### config.mk
export PLATFORM = sky130hd
export DESIGN_NAME = uart_rx_fifo
export DESIGN_NICKNAME = d
export VERILOG_FILES = /design/src/rtl/uart_pkg.sv /design/src/rtl/uart_fifo_mem.sv /design/src/rtl/uart_rx_fifo.sv
export SDC_FILE = /design/constraint.sdc
export NUM_CORES = 1
export LEC_CHECK = 0
export CORE_MARGIN = 1.5
export CORE_UTILIZATION = 55
export CTS_BUF_LIST = sky130_fd_sc_hd__clkbuf_4
export DETAILED_ROUTE_END_ITERATION = 16
export PLACE_DENSITY = 0.75
export SYNTH_ARGS = -nofsm -noshare
export SYNTH_HDL_FRONTEND = slang
export SYNTH_SLANG_ARGS = --single-unit
export TNS_END_PERCENT = 20
### constraint.sdc
create_clock -name clk -period 4.3 [get_ports clk]
set_input_delay 0.43 -clock clk [delete_from_list [all_inputs] [get_ports clk]]
set_output_delay 0.43 -clock clk [all_outputs]
set_load 0.02 [all_outputs]
### src/rtl/uart_pkg.sv
// Shared UART constants and encodings used by the receiver,
// transmitter and their byte FIFOs.
package uart_pkg;

  localparam int UART_DATA_W    = 8;
  localparam int RX_FIFO_ADDR_W = 4;
  localparam int RX_FIFO_DEPTH  = 1 << RX_FIFO_ADDR_W;

  typedef enum logic [1:0] {
    PAR_NONE = 2'b00,
    PAR_ODD  = 2'b01,
    PAR_EVEN = 2'b10
  } parity_e;

endpackage

### src/rtl/uart_fifo_mem.sv
// Simple dual-port byte RAM: synchronous write, asynchronous read.
// No reset on the storage array.
module uart_fifo_mem #(
  parameter int DATA_W = 8,
  parameter int ADDR_W = 4,
  parameter int DEPTH  = 1 << ADDR_W
) (
  input  logic              clk,
  input  logic              we_i,
  input  logic [ADDR_W-1:0] waddr_i,
  input  logic [DATA_W-1:0] wdata_i,
  input  logic [ADDR_W-1:0] raddr_i,
  output logic [DATA_W-1:0] rdata_o
);

  logic [DATA_W-1:0] mem_q [DEPTH];

  always_ff @(posedge clk) begin
    if (we_i) begin
      mem_q[waddr_i] <= wdata_i;
    end
  end

  assign rdata_o = mem_q[raddr_i];

endmodule

### src/rtl/uart_rx_fifo.sv
// Receive byte FIFO: first-word-fall-through, level, threshold
// interrupt and sticky overrun flag.
module uart_rx_fifo
  import uart_pkg::*;
#(
  parameter int DATA_W = UART_DATA_W,
  parameter int ADDR_W = RX_FIFO_ADDR_W,
  parameter int DEPTH  = RX_FIFO_DEPTH
) (
  input  logic              clk,
  input  logic              a_resetn,
  input  logic              rx_done,
  input  logic [DATA_W-1:0] din,
  input  logic              rd_en,
  input  logic              flush,
  input  logic              ovr_clr,
  input  logic [ADDR_W:0]   thresh,
  output logic [DATA_W-1:0] dout,
  output logic              empty,
  output logic              full,
  output logic [ADDR_W:0]   count,
  output logic              overrun,
  output logic              thresh_irq
);

  logic [ADDR_W:0]   wr_ptr_q, wr_ptr_d;
  logic [ADDR_W:0]   rd_ptr_q, rd_ptr_d;
  logic [ADDR_W:0]   cnt_d;
  logic              ovr_q, ovr_d;
  logic              irq_q, irq_d;
  logic              push, pop, drop;
  logic              mem_we;
  logic [DATA_W-1:0] mem_rdata;

  assign empty = (wr_ptr_q == rd_ptr_q);
  assign full  = (wr_ptr_q[ADDR_W] != rd_ptr_q[ADDR_W]) &&
                 (wr_ptr_q[ADDR_W-1:0] == rd_ptr_q[ADDR_W-1:0]);
  assign count = wr_ptr_q - rd_ptr_q;

  // A pop on a full FIFO frees the slot the push needs.
  assign push = rx_done && (!full || rd_en);
  assign pop  = rd_en && !empty;
  assign drop = rx_done && full && !rd_en;

  always_comb begin
    wr_ptr_d = wr_ptr_q;
    rd_ptr_d = rd_ptr_q;
    ovr_d    = ovr_q;
    if (flush) begin
      wr_ptr_d = '0;
      rd_ptr_d = '0;
    end else begin
      if (push) wr_ptr_d = wr_ptr_q + 1'b1;
      if (pop)  rd_ptr_d = rd_ptr_q + 1'b1;
    end
    if (drop && !flush) begin
      ovr_d = 1'b1;
    end else if (ovr_clr) begin
      ovr_d = 1'b0;
    end
    cnt_d = wr_ptr_d - rd_ptr_d;
    irq_d = (thresh != '0) && (cnt_d >= thresh);
  end

  always_ff @(posedge clk) begin
    if (a_resetn) begin
      wr_ptr_q <= '0;
      rd_ptr_q <= '0;
      ovr_q    <= 1'b0;
      irq_q    <= 1'b0;
    end else begin
      wr_ptr_q <= wr_ptr_d;
      rd_ptr_q <= rd_ptr_d;
      ovr_q    <= ovr_d;
      irq_q    <= irq_d;
    end
  end

  assign mem_we = push && !flush && !a_resetn;

  uart_fifo_mem #(
    .DATA_W (DATA_W),
    .ADDR_W (ADDR_W),
    .DEPTH  (DEPTH)
  ) u_mem (
    .clk     (clk),
    .we_i    (mem_we),
    .waddr_i (wr_ptr_q[ADDR_W-1:0]),
    .wdata_i (din),
    .raddr_i (rd_ptr_q[ADDR_W-1:0]),
    .rdata_o (mem_rdata)
  );

  assign dout       = empty ? '0 : mem_rdata;
  assign overrun    = ovr_q;
  assign thresh_irq = irq_q;

endmodule

==> run summary, run 1 <==
Setup Viol. Count Final: 0
final global-route overflow total: 0
final setup TNS: 0 ns
clock root buffer: clkbuf_4
total power: 2.446 mW
critical path type: register to register
crit-path cells: inv_2, ha_1, nand4_1, nor3_1, nor2b_1, buf_4, xnor2_1, or2_2, ha_1, fa_1, inv_1, ha_1, a21o_1, a21o_1, a21o_1, a21oi_1, a311oi_1
largest area contributor in the netlist: edfxtp_1
Switching Share: 22.31%
initial antenna violation count: 0
vias post-DR: 3,152
row cnt: 37
die area: 11,560 sq um
share of layout cells above drive strength 1: 21.30%
1st-iter DRT viols: 285
Mean Syn Cell Area: 17.72 sq um
quantity of gates resized following cts: 0
CTS hold repair buffers: 0
critical path fanouts, max: 10
Detailed Routing Iterations Pass 1: 5
Synth area leaders: edfxtp_1 (64%), mux4_2 (15%), dfxtp_1 (4.0%)
Synth async-reset ratio: 0%
Hold Worst Slack: 0.4771 ns
Seq pwr share: 60.9%
reg2reg start: rd_ptr_q[2]
Synth top area share: 63.99%
PD cells: 360.2 nW/um^2
Post-CTS Setup Repair Bufs: 0
commonest non-fill, non-tap cell in the layout: edfxtp_1
Ys Warns: 0
Synth-to-Final Area Change: 13.04%
fillcell total: 743
Crit path max-delay family: adder cells
Die Ht: 107.5 microns
Max-cap violations: 0
vias in the first global route: 3,139
routed wire length: 11,000 microns
Multi-input gate area: 1778 sq um
VDD IR max: 231.6 uV
Slowest Stage Delay on Critical Path: 0.49 ns
worst reg2reg setup slack: 0.45 ns
Clk pwr share: 33.9%
Syn Std Cell Area: 6007 sq um
Critical Path End Type: register
period utilisation layout: 89.64%
TritonCTS buffer count: 17
hpwl dp: 7529 microns
CP max-delay cell: fa_1
Buf/Inv on CP: 3
internal power: 1.900 mW
post-route ant nets: 0
NetSw: 0.5457 mW
EDFF count, synth: 128
gpl congestion: 0.8688
largest net degree at the start of global routing: 37
net count after synthesis: 378
Starting Density: 57.41%
RSZ-0062 raised after global routing: false
Synth Instances: 339
required time of the critical path: 4.73 ns
crit path DAT: 4.28 ns
Max Clock Freq: 259.4 MHz
Final min period: 3.855 ns
# H-tree levels: 4
Worst Max-Slew Pin Slew: 0.8256 ns
Hold/Removal Path Class: register to register
total track usage: 21.06%
Worst Clk Skew: 0.01614 ns
Register Area: 4085 sq um
Slew HR: 44.76%
top_reg_cell synth: edfxtp_1
CTS tree: built
leakage: 2.226 nW
WL/cell: 20.57 microns
drt drc: 0
worst skew pair latency: 0.53 ns
most frequent cells in the layout: edfxtp_1 (128), mux4_2 (40), clkdlybuf4s50_1 (35), nor2_1 (30)
Worst Setup SP: rd_ptr_q[2]
hold wc startpoint: overrun
core area: 10,460 sq um
port buffer count: 35
Comb pwr share: 5.3%
count of final hold-check violations: 0
Slew Viols, Final: 0
CP startpoint kind: register
flops & latches, synth: 140
status: complete, no violations
vias per cell: 5.892
clock sink total: 140
antenna fix cells: 0
Die Width: 107.5 microns
sequential cell area fraction in the yosys report: 67.99%
first-pass GRT wire length: 17,270 microns
Final #Nets: 425
clock-pin slew on the worst setup and hold paths: 0.12 ns
I/O pin cnt: 36
Max Root-Sink Buffers: 2
count of unique library cells instantiated by Yosys: 33
[power by group through the flow]
stage	clock (mW)	combinational, mW	sequential [mW]
after floorplan	0	0.0655	1.52
after global placement	0	0.125	1.52
after detailed placement	0	0.129	1.52
after CTS	0.844	0.130	1.49
after global routing	0.900	0.140	1.49
final	0.828	0.129	1.49
[through the flow]
stage,area [sq um],worst slack (ns),util (%),std cells
6_report,6790,0.4454,64.90,535
5_1_grt,6790,0.2365,64.90,535
3_3_place_gp,6511,0.5794,62.23,503
2_1_floorplan,6007,0.3918,-,339
3_5_place_dp,6511,0.4713,62.23,503
4_1_cts,6790,0.4605,64.90,535
[path summary, 6_finish.rpt]
check | end | cells after the start
setup / recovery | thresh_irq | 17
hold / removal | overrun | 2
setup reg to reg | thresh_irq | 17
hold reg to reg | overrun | 2
[cell type report]
| type | instances | share of cell area, % |
|---|---|---|
| repair buffers | 43 | 6.044 |
| inverters | 18 | 0.9950 |
| well taps | 136 | 2.506 |
| flip-flops and latches | 140 | 60.16 |
| clock buffers | 18 | 1.990 |
| clock inverters | 14 | 2.119 |
| multi-input cells | 166 | 26.18 |
[flip-flops by register name (all words and copies together), names as in the netlist]
register     count
thresh_irq       1
wr_ptr_q         5
overrun          1
u_mem.mem_q    128
rd_ptr_q         5
[kinds of logic after synthesis]
kind of cell,after synthesis,synth area share (%)
DFF,140,67.99
and+or+nand+nor,71,5.791
muxes,41,15.16
buffers and inverters,33,2.416
adders and majority gates,20,4.416
AOI/OAI and AO/OA,19,2.041
xor gates and xnor gates,15,2.187
[layer usage]
metal	global-route usage, %	part of all wire [%]	vias up
met5	0	0	-
met2	31.16	48	126
met1	30.72	44	1593
met4	7.801	1.5	0
li1	-	-	1416
met3	5.266	6.5	17
[synth_stat cells (5+ instances only)]
cell type    n
edfxtp_1   128
mux4_2      40
nor2_1      30
ha_1        18
inv_1       17
dfxtp_1     12
xnor2_1     10
a21o_1       8
a21oi_1      8
and2_1       8
clkbuf_1     8
nand3_1      6
nor3_1       6
or2_2        5
xor2_1       5
[worst reg2reg max path, cell delays in order (launching register included)]
cell,delay (ns)
dfxtp_1,0.39
inv_2,0.15
ha_1,0.40
nand4_1,0.16
nor3_1,0.25
nor2b_1,0.08
buf_4,0.17
xnor2_1,0.14
or2_2,0.28
ha_1,0.23
fa_1,0.49
inv_1,0.05
ha_1,0.27
a21o_1,0.16
a21o_1,0.16
a21o_1,0.17
a21oi_1,0.14
a311oi_1,0.06
Power figures use the tool's default switching activity.
==> run 2: changes to the inputs <==
Settings changed: MAX_ROUTING_LAYER set to met4.
==> run 2 against run 1 <==
Clock power hardly changed. Sequential cell count stayed put. Total power hardly changed. Global-route usage is 0.71 points higher. Design area stayed put. Combinational power hardly changed. Critical path type unchanged. Largest cell class unchanged.
==> run summary, run 2 (synthesis results as in run 1) <==
M1 GR Usage: 31.06% (+0.34 points)
Seq pwr share: 60.9% (about the same)
Layout Utilization: 64.90% (unchanged)
worst reg2reg setup slack: 0.44 ns (about the same)
Slew Viols, Final: 0 (unchanged)
final setup TNS: 0 ns (unchanged)
CTS tree: built
Post-CTS Setup Repair Bufs: 0 (unchanged)
Clk pwr share: 33.8% (about the same)
Top Usage Layer GRT: met2
die area: 11,560 sq um (unchanged)
count of final hold-check violations: 0 (unchanged)
hpwl dp: 7529 microns (unchanged)
1st-iter DRT viols: 246 (-14%)
RSZ-0062 raised after global routing: false
NetSw: 0.5437 mW (-0.36%)
first-pass GRT wire length: 17,340 microns (+0.40%)
quantity of gates resized following cts: 0 (unchanged)
TritonCTS buffer count: 17 (unchanged)
Regs by FF count: u_mem.mem_q (128), rd_ptr_q (5), wr_ptr_q (5)
Largest register FFs: 128 (unchanged)
WL/cell: 20.62 microns (+0.25%)
gpl congestion: 0.8829 (+1.6%)
most frequent cells in the layout: edfxtp_1 (128), mux4_2 (40), clkdlybuf4s50_1 (35), nor2_1 (30)
routed wire length: 11,030 microns (+0.25%)
core area: 10,460 sq um (unchanged)
drt drc: 0 (unchanged)
leakage: 2.226 nW (unchanged)
share of layout cells above drive strength 1: 21.30% (unchanged)
Setup Viol. Count Final: 0 (unchanged)
Worst Max-Slew Pin Slew: 0.8324 ns (+0.006837 ns)
largest net degree at the start of global routing: 37 (unchanged)
CTS hold repair buffers: 0 (unchanged)
worst skew pair latency: 0.53 ns (about the same)
critical path type: register to register
# H-tree levels: 4 (unchanged)
post-route ant nets: 0 (unchanged)
VDD IR max: 233.4 uV (+0.74%)
clock-pin slew on the worst setup and hold paths: 0.12 ns (about the same)
clock root buffer: clkbuf_4
crit path DAT: 4.27 ns (about the same)
met3 Use GR: 5.266% (unchanged)
Die Ht: 107.5 microns (unchanged)
total power: 2.444 mW (about the same)
Largest Register: u_mem.mem_q
required time of the critical path: 4.72 ns (about the same)
clock sink total: 140 (unchanged)
Critical Path End Type: register
vias in the first global route: 3,121 (-0.57%)
Comb pwr share: 5.3% (about the same)
total track usage: 21.77% (+0.71 points)
critical path fanouts, max: 10 (unchanged)
CP startpoint kind: register
final global-route overflow total: 0 (unchanged)
Hold/Removal Path Class: register to register
commonest non-fill, non-tap cell in the layout: edfxtp_1
period utilisation layout: 89.67% (about the same)
port buffer count: 35 (unchanged)
row cnt: 37 (unchanged)
Starting Density: 57.41% (unchanged)
PD cells: 359.9 nW/um^2 (about the same)
GR Layer Usage met2: 31.12% (-0.045 points)
Die Width: 107.5 microns (unchanged)
Detailed Routing Iterations Pass 1: 5 (unchanged)
antenna fix cells: 0 (unchanged)
Worst Clk Skew: 0.01744 ns (+0.001302 ns)
vias per cell: 5.935 (+0.73%)
Slew HR: 44.30% (-0.46 points)
Max Clock Freq: 259.4 MHz (about the same)
I/O pin cnt: 36 (unchanged)
Synth-to-Final Area Change: 13.04% (unchanged)
Max Root-Sink Buffers: 2 (unchanged)
Max-cap violations: 0 (unchanged)
Final #Nets: 425 (unchanged)
status: complete, no violations
Final min period: 3.856 ns (+0.001136 ns)
vias post-DR: 3,175 (+0.73%)
Switching Share: 22.25% (-0.063 points)
initial antenna violation count: 0 (unchanged)
internal power: 1.900 mW (about the same)
run 2: cell counts in the layout (fill, tap and decap cells not counted):
No cell type changed its count.
run 2: through the flow:
stage	setup slack, ns	instances	hold WS [ns]	instance area, sq um
finish	0.4443	535	0.4772	6790
global route	0.2364	535	0.4628	6790
detailed placement	0.4713	503	0.4668	6511
floorplan	0.3918	339	0.4991	6007
CTS	0.4605	535	0.4629	6790
global placement	0.5794	503	0.4578	6511
run 2: cell type report:
class,instances,area [sq um]
clock buffer,18,135.1
clock inverter,14,143.9
fill,743,3672
inverter,18,67.56
multi-input combinational,166,1778
sequential,140,4085
tap,136,170.2
timing repair buffer,43,410.4
run 2: final timing paths:
check | startpoint | to | cells past startpoint
max | rd_ptr_q[2] | thresh_irq | 17
min | overrun | overrun | 2
max reg2reg | rd_ptr_q[2] | thresh_irq | 17
min reg2reg | overrun | overrun | 2
run 2: routing by layer:
layer | share of wire, % | vias to the layer above | wire (microns)
met3 | 5.7 | 20 | 626
met2 | 47 | 107 | 5229
met5 | 0 | - | 0
li1 | - | 1415 | -
met4 | 1.6 | 0 | 173
met1 | 45 | 1633 | 5000
run 2: critical path, cell delays in order (launching register included):
cell      delay, ns
dfxtp_1        0.39
inv_2          0.15
ha_1           0.40
nand4_1        0.16
nor3_1         0.25
nor2b_1        0.08
buf_4          0.17
xnor2_1        0.14
or2_2          0.28
ha_1           0.23
fa_1           0.49
inv_1          0.05
ha_1           0.27
a21o_1         0.16
a21o_1         0.16
a21o_1         0.17
a21oi_1        0.14
a311oi_1       0.06
run 2: power by group through the flow:
stage	logic [mW]	clock network [mW]	registers (mW)
floorplan	0.0655	0	1.52
global placement	0.125	0	1.52
detailed placement	0.129	0	1.52
CTS	0.130	0.844	1.49
global route	0.140	0.901	1.49
finish	0.129	0.826	1.49
==> run 3: changes to the inputs <==
Settings changed: CORE_MARGIN 1.5 to unset.
==> run 3 against run 2 <==
Design area increased by 1.1%. First-iteration DRC count grew 15%. Setup slack improved by 0.070 ns. Largest cell class unchanged. Wire length rose by 5.3%. Sequential power barely moved. Register-to-register slack gained 0.07 ns. Die area down 1.9%. Clock skew is essentially flat. Critical path type unchanged. Sequential cell count unchanged. Largest power group unchanged. Clock power grew 16%. Combinational power about the same.
==> run summary, run 3 (synthesis results as in run 1) <==
PD cells: 375.7 nW/um^2 (+4.4%)
most frequent cells in the layout: edfxtp_1 (128), mux4_2 (40), clkdlybuf4s50_1 (35), nor2_1 (30), ha_1 (18)
most used cell, CP: a21o_1
# H-tree levels: 4 (unchanged)
Regs by FF count: u_mem.mem_q (128), rd_ptr_q (5), wr_ptr_q (5)
drt drc: 0 (unchanged)
WL/cell: 21.59 microns (+4.7%)
1st-iter DRT viols: 284 (+15%)
TritonCTS buffer count: 17 (unchanged)
Final min period: 3.786 ns (-0.06969 ns)
Buf/Inv on CP: 3 (unchanged)
routed wire length: 11,610 microns (+5.3%)
vias post-DR: 3,174 (-0.031%)
required time of the critical path: 4.71 ns (about the same)
CTS hold repair buffers: 0 (unchanged)
Detailed Routing Iterations Pass 1: 4 (-1)
Worst Max-Slew Pin Slew: 1.030 ns (+0.1980 ns)
quantity of gates resized following cts: 0 (unchanged)
Max Root-Sink Buffers: 2 (unchanged)
Layout Utilization: 65.62% (+0.72 points)
clock-pin slew on the worst setup and hold paths: 0.12 ns (about the same)
hpwl dp: 7644 microns (+1.5%)
core area: 10,460 sq um (unchanged)
Post-Layout Inst Area: 6865 sq um (+1.1%)
Comb pwr share: 5.0% (-0.3 points)
vias per cell: 5.900 (-0.59%)
CP startpoint kind: register
period utilisation layout: 88.05% (-1.6 points)
final setup TNS: 0 ns (unchanged)
crit path DAT: 4.19 ns (-0.08 ns)
port buffer count: 35 (unchanged)
gpl congestion: 0.8827 (about the same)
Die Ht: 106.5 microns (-0.93%)
Largest Register: u_mem.mem_q
leakage: 2.256 nW (+1.4%)
Max-cap violations: 0 (unchanged)
I/O pin cnt: 36 (unchanged)
RSZ-0062 raised after global routing: false
VDD IR max: 269.6 uV (+16%)
final setup margin: 0.5139 ns (+0.06969 ns)
Switching Share: 21.68% (-0.57 points)
worst reg2reg setup slack: 0.51 ns (+0.07 ns)
Seq pwr share: 57.7% (-3.2 points)
Crit path max-delay family: adder cells
share of layout cells above drive strength 1: 21.95% (+0.64 points)
total track usage: 23.68% (+1.9 points)
critical path type: register to register
Largest register FFs: 128 (unchanged)
status: complete, no violations
Die Width: 106.5 microns (-0.93%)
Worst Clk Skew: 0.01697 ns (-0.0004750 ns)
post-place instance area: 6526 sq um (+0.23%)
clock sink total: 140 (unchanged)
Slowest Stage Delay on Critical Path: 0.51 ns (+0.02 ns)
crit-path cells: inv_2, ha_1, nand4_1, nor3_1, nor2b_1, buf_4, nor2_1, a21oi_1, or2_2, fa_1, inv_1, ha_1, a21o_1, a21o_1, a21o_1, a21oi_1, a311oi_1
Starting Density: 57.41% (unchanged)
die area: 11,340 sq um (-1.9%)
count of final hold-check violations: 0 (unchanged)
Slew HR: 31.05% (-13 points)
total power: 2.579 mW (+5.5%)
internal power: 2.020 mW (+6.3%)
vias in the first global route: 3,287 (+5.3%)
Slew Viols, Final: 0 (unchanged)
row cnt: 37 (unchanged)
CP max-delay cell: fa_1
post-route insts no fill: 538 (+0.56%)
Setup Viol. Count Final: 0 (unchanged)
fillcell total: 707 (-4.8%)
NetSw: 0.5593 mW (+2.9%)
Hold Worst Slack: 0.4762 ns (-0.0009830 ns)
dpl ws: 0.5534 ns (+0.08205 ns)
commonest non-fill, non-tap cell in the layout: edfxtp_1
largest net degree at the start of global routing: 37 (unchanged)
Hold/Removal Path Class: register to register
final global-route overflow total: 0 (unchanged)
critical path fanouts, max: 10 (unchanged)
clock root buffer: clkbuf_4
CTS tree: built
post-route ant nets: 0 (unchanged)
worst skew pair latency: 0.52 ns (about the same)
Max Clock Freq: 264.1 MHz (+1.8%)
first-pass GRT wire length: 18,290 microns (+5.5%)
Synth-to-Final Area Change: 14.29%
placed cell count: 505 (+0.40%)
Final #Nets: 427 (+0.47%)
Post-CTS Setup Repair Bufs: 0 (unchanged)
initial antenna violation count: 1 (+1)
Clk pwr share: 37.3% (+3.5 points)
Critical Path End Type: register
run 3: final cells by class:
class	instances	area (sq um)	area share (%)
inverters	18	67.56	0.9841
repair buffers	45	425.4	6.196
clock inverters	15	209.0	3.044
well taps	136	170.2	2.479
multi-input cells	166	1778	25.90
diodes	1	2.502	0.03645
clock buffers	17	127.6	1.859
flip-flops and latches	140	4085	59.50
run 3: worst paths after layout:
check	startpoint	end	cells past startpoint
max	rd_ptr_q[2]	thresh_irq	17
min	overrun	overrun	2
max reg2reg	rd_ptr_q[2]	thresh_irq	17
min reg2reg	overrun	overrun	2
run 3: power by group through the flow:
stage,clock [mW],combinational [mW],sequential (mW)
after floorplan,0,0.0655,1.52
final,0.961,0.130,1.49
after global routing,1.03,0.142,1.49
after CTS,0.976,0.131,1.49
after detailed placement,0,0.130,1.52
after global placement,0,0.126,1.52
run 3: worst reg2reg max path: cells and delay by family (launching register included):
family	cells	cell delay [ns]
AND/OR/NAND/NOR	5	0.94
adder cells (fa/ha/maj)	3	1.19
flip-flops	1	0.39
buffers and inverters	3	0.40
AO/OA/AOI/OAI	6	0.77
run 3: layer usage:
layer  share of wire (%)  GRT usage, %  vias up
li1                    -             -     1419
met1                  43         32.35     1636
met2                  50         35.20      115
met3                 6.8         5.579        4
met4                0.62         8.708        0
met5                   0             -        -
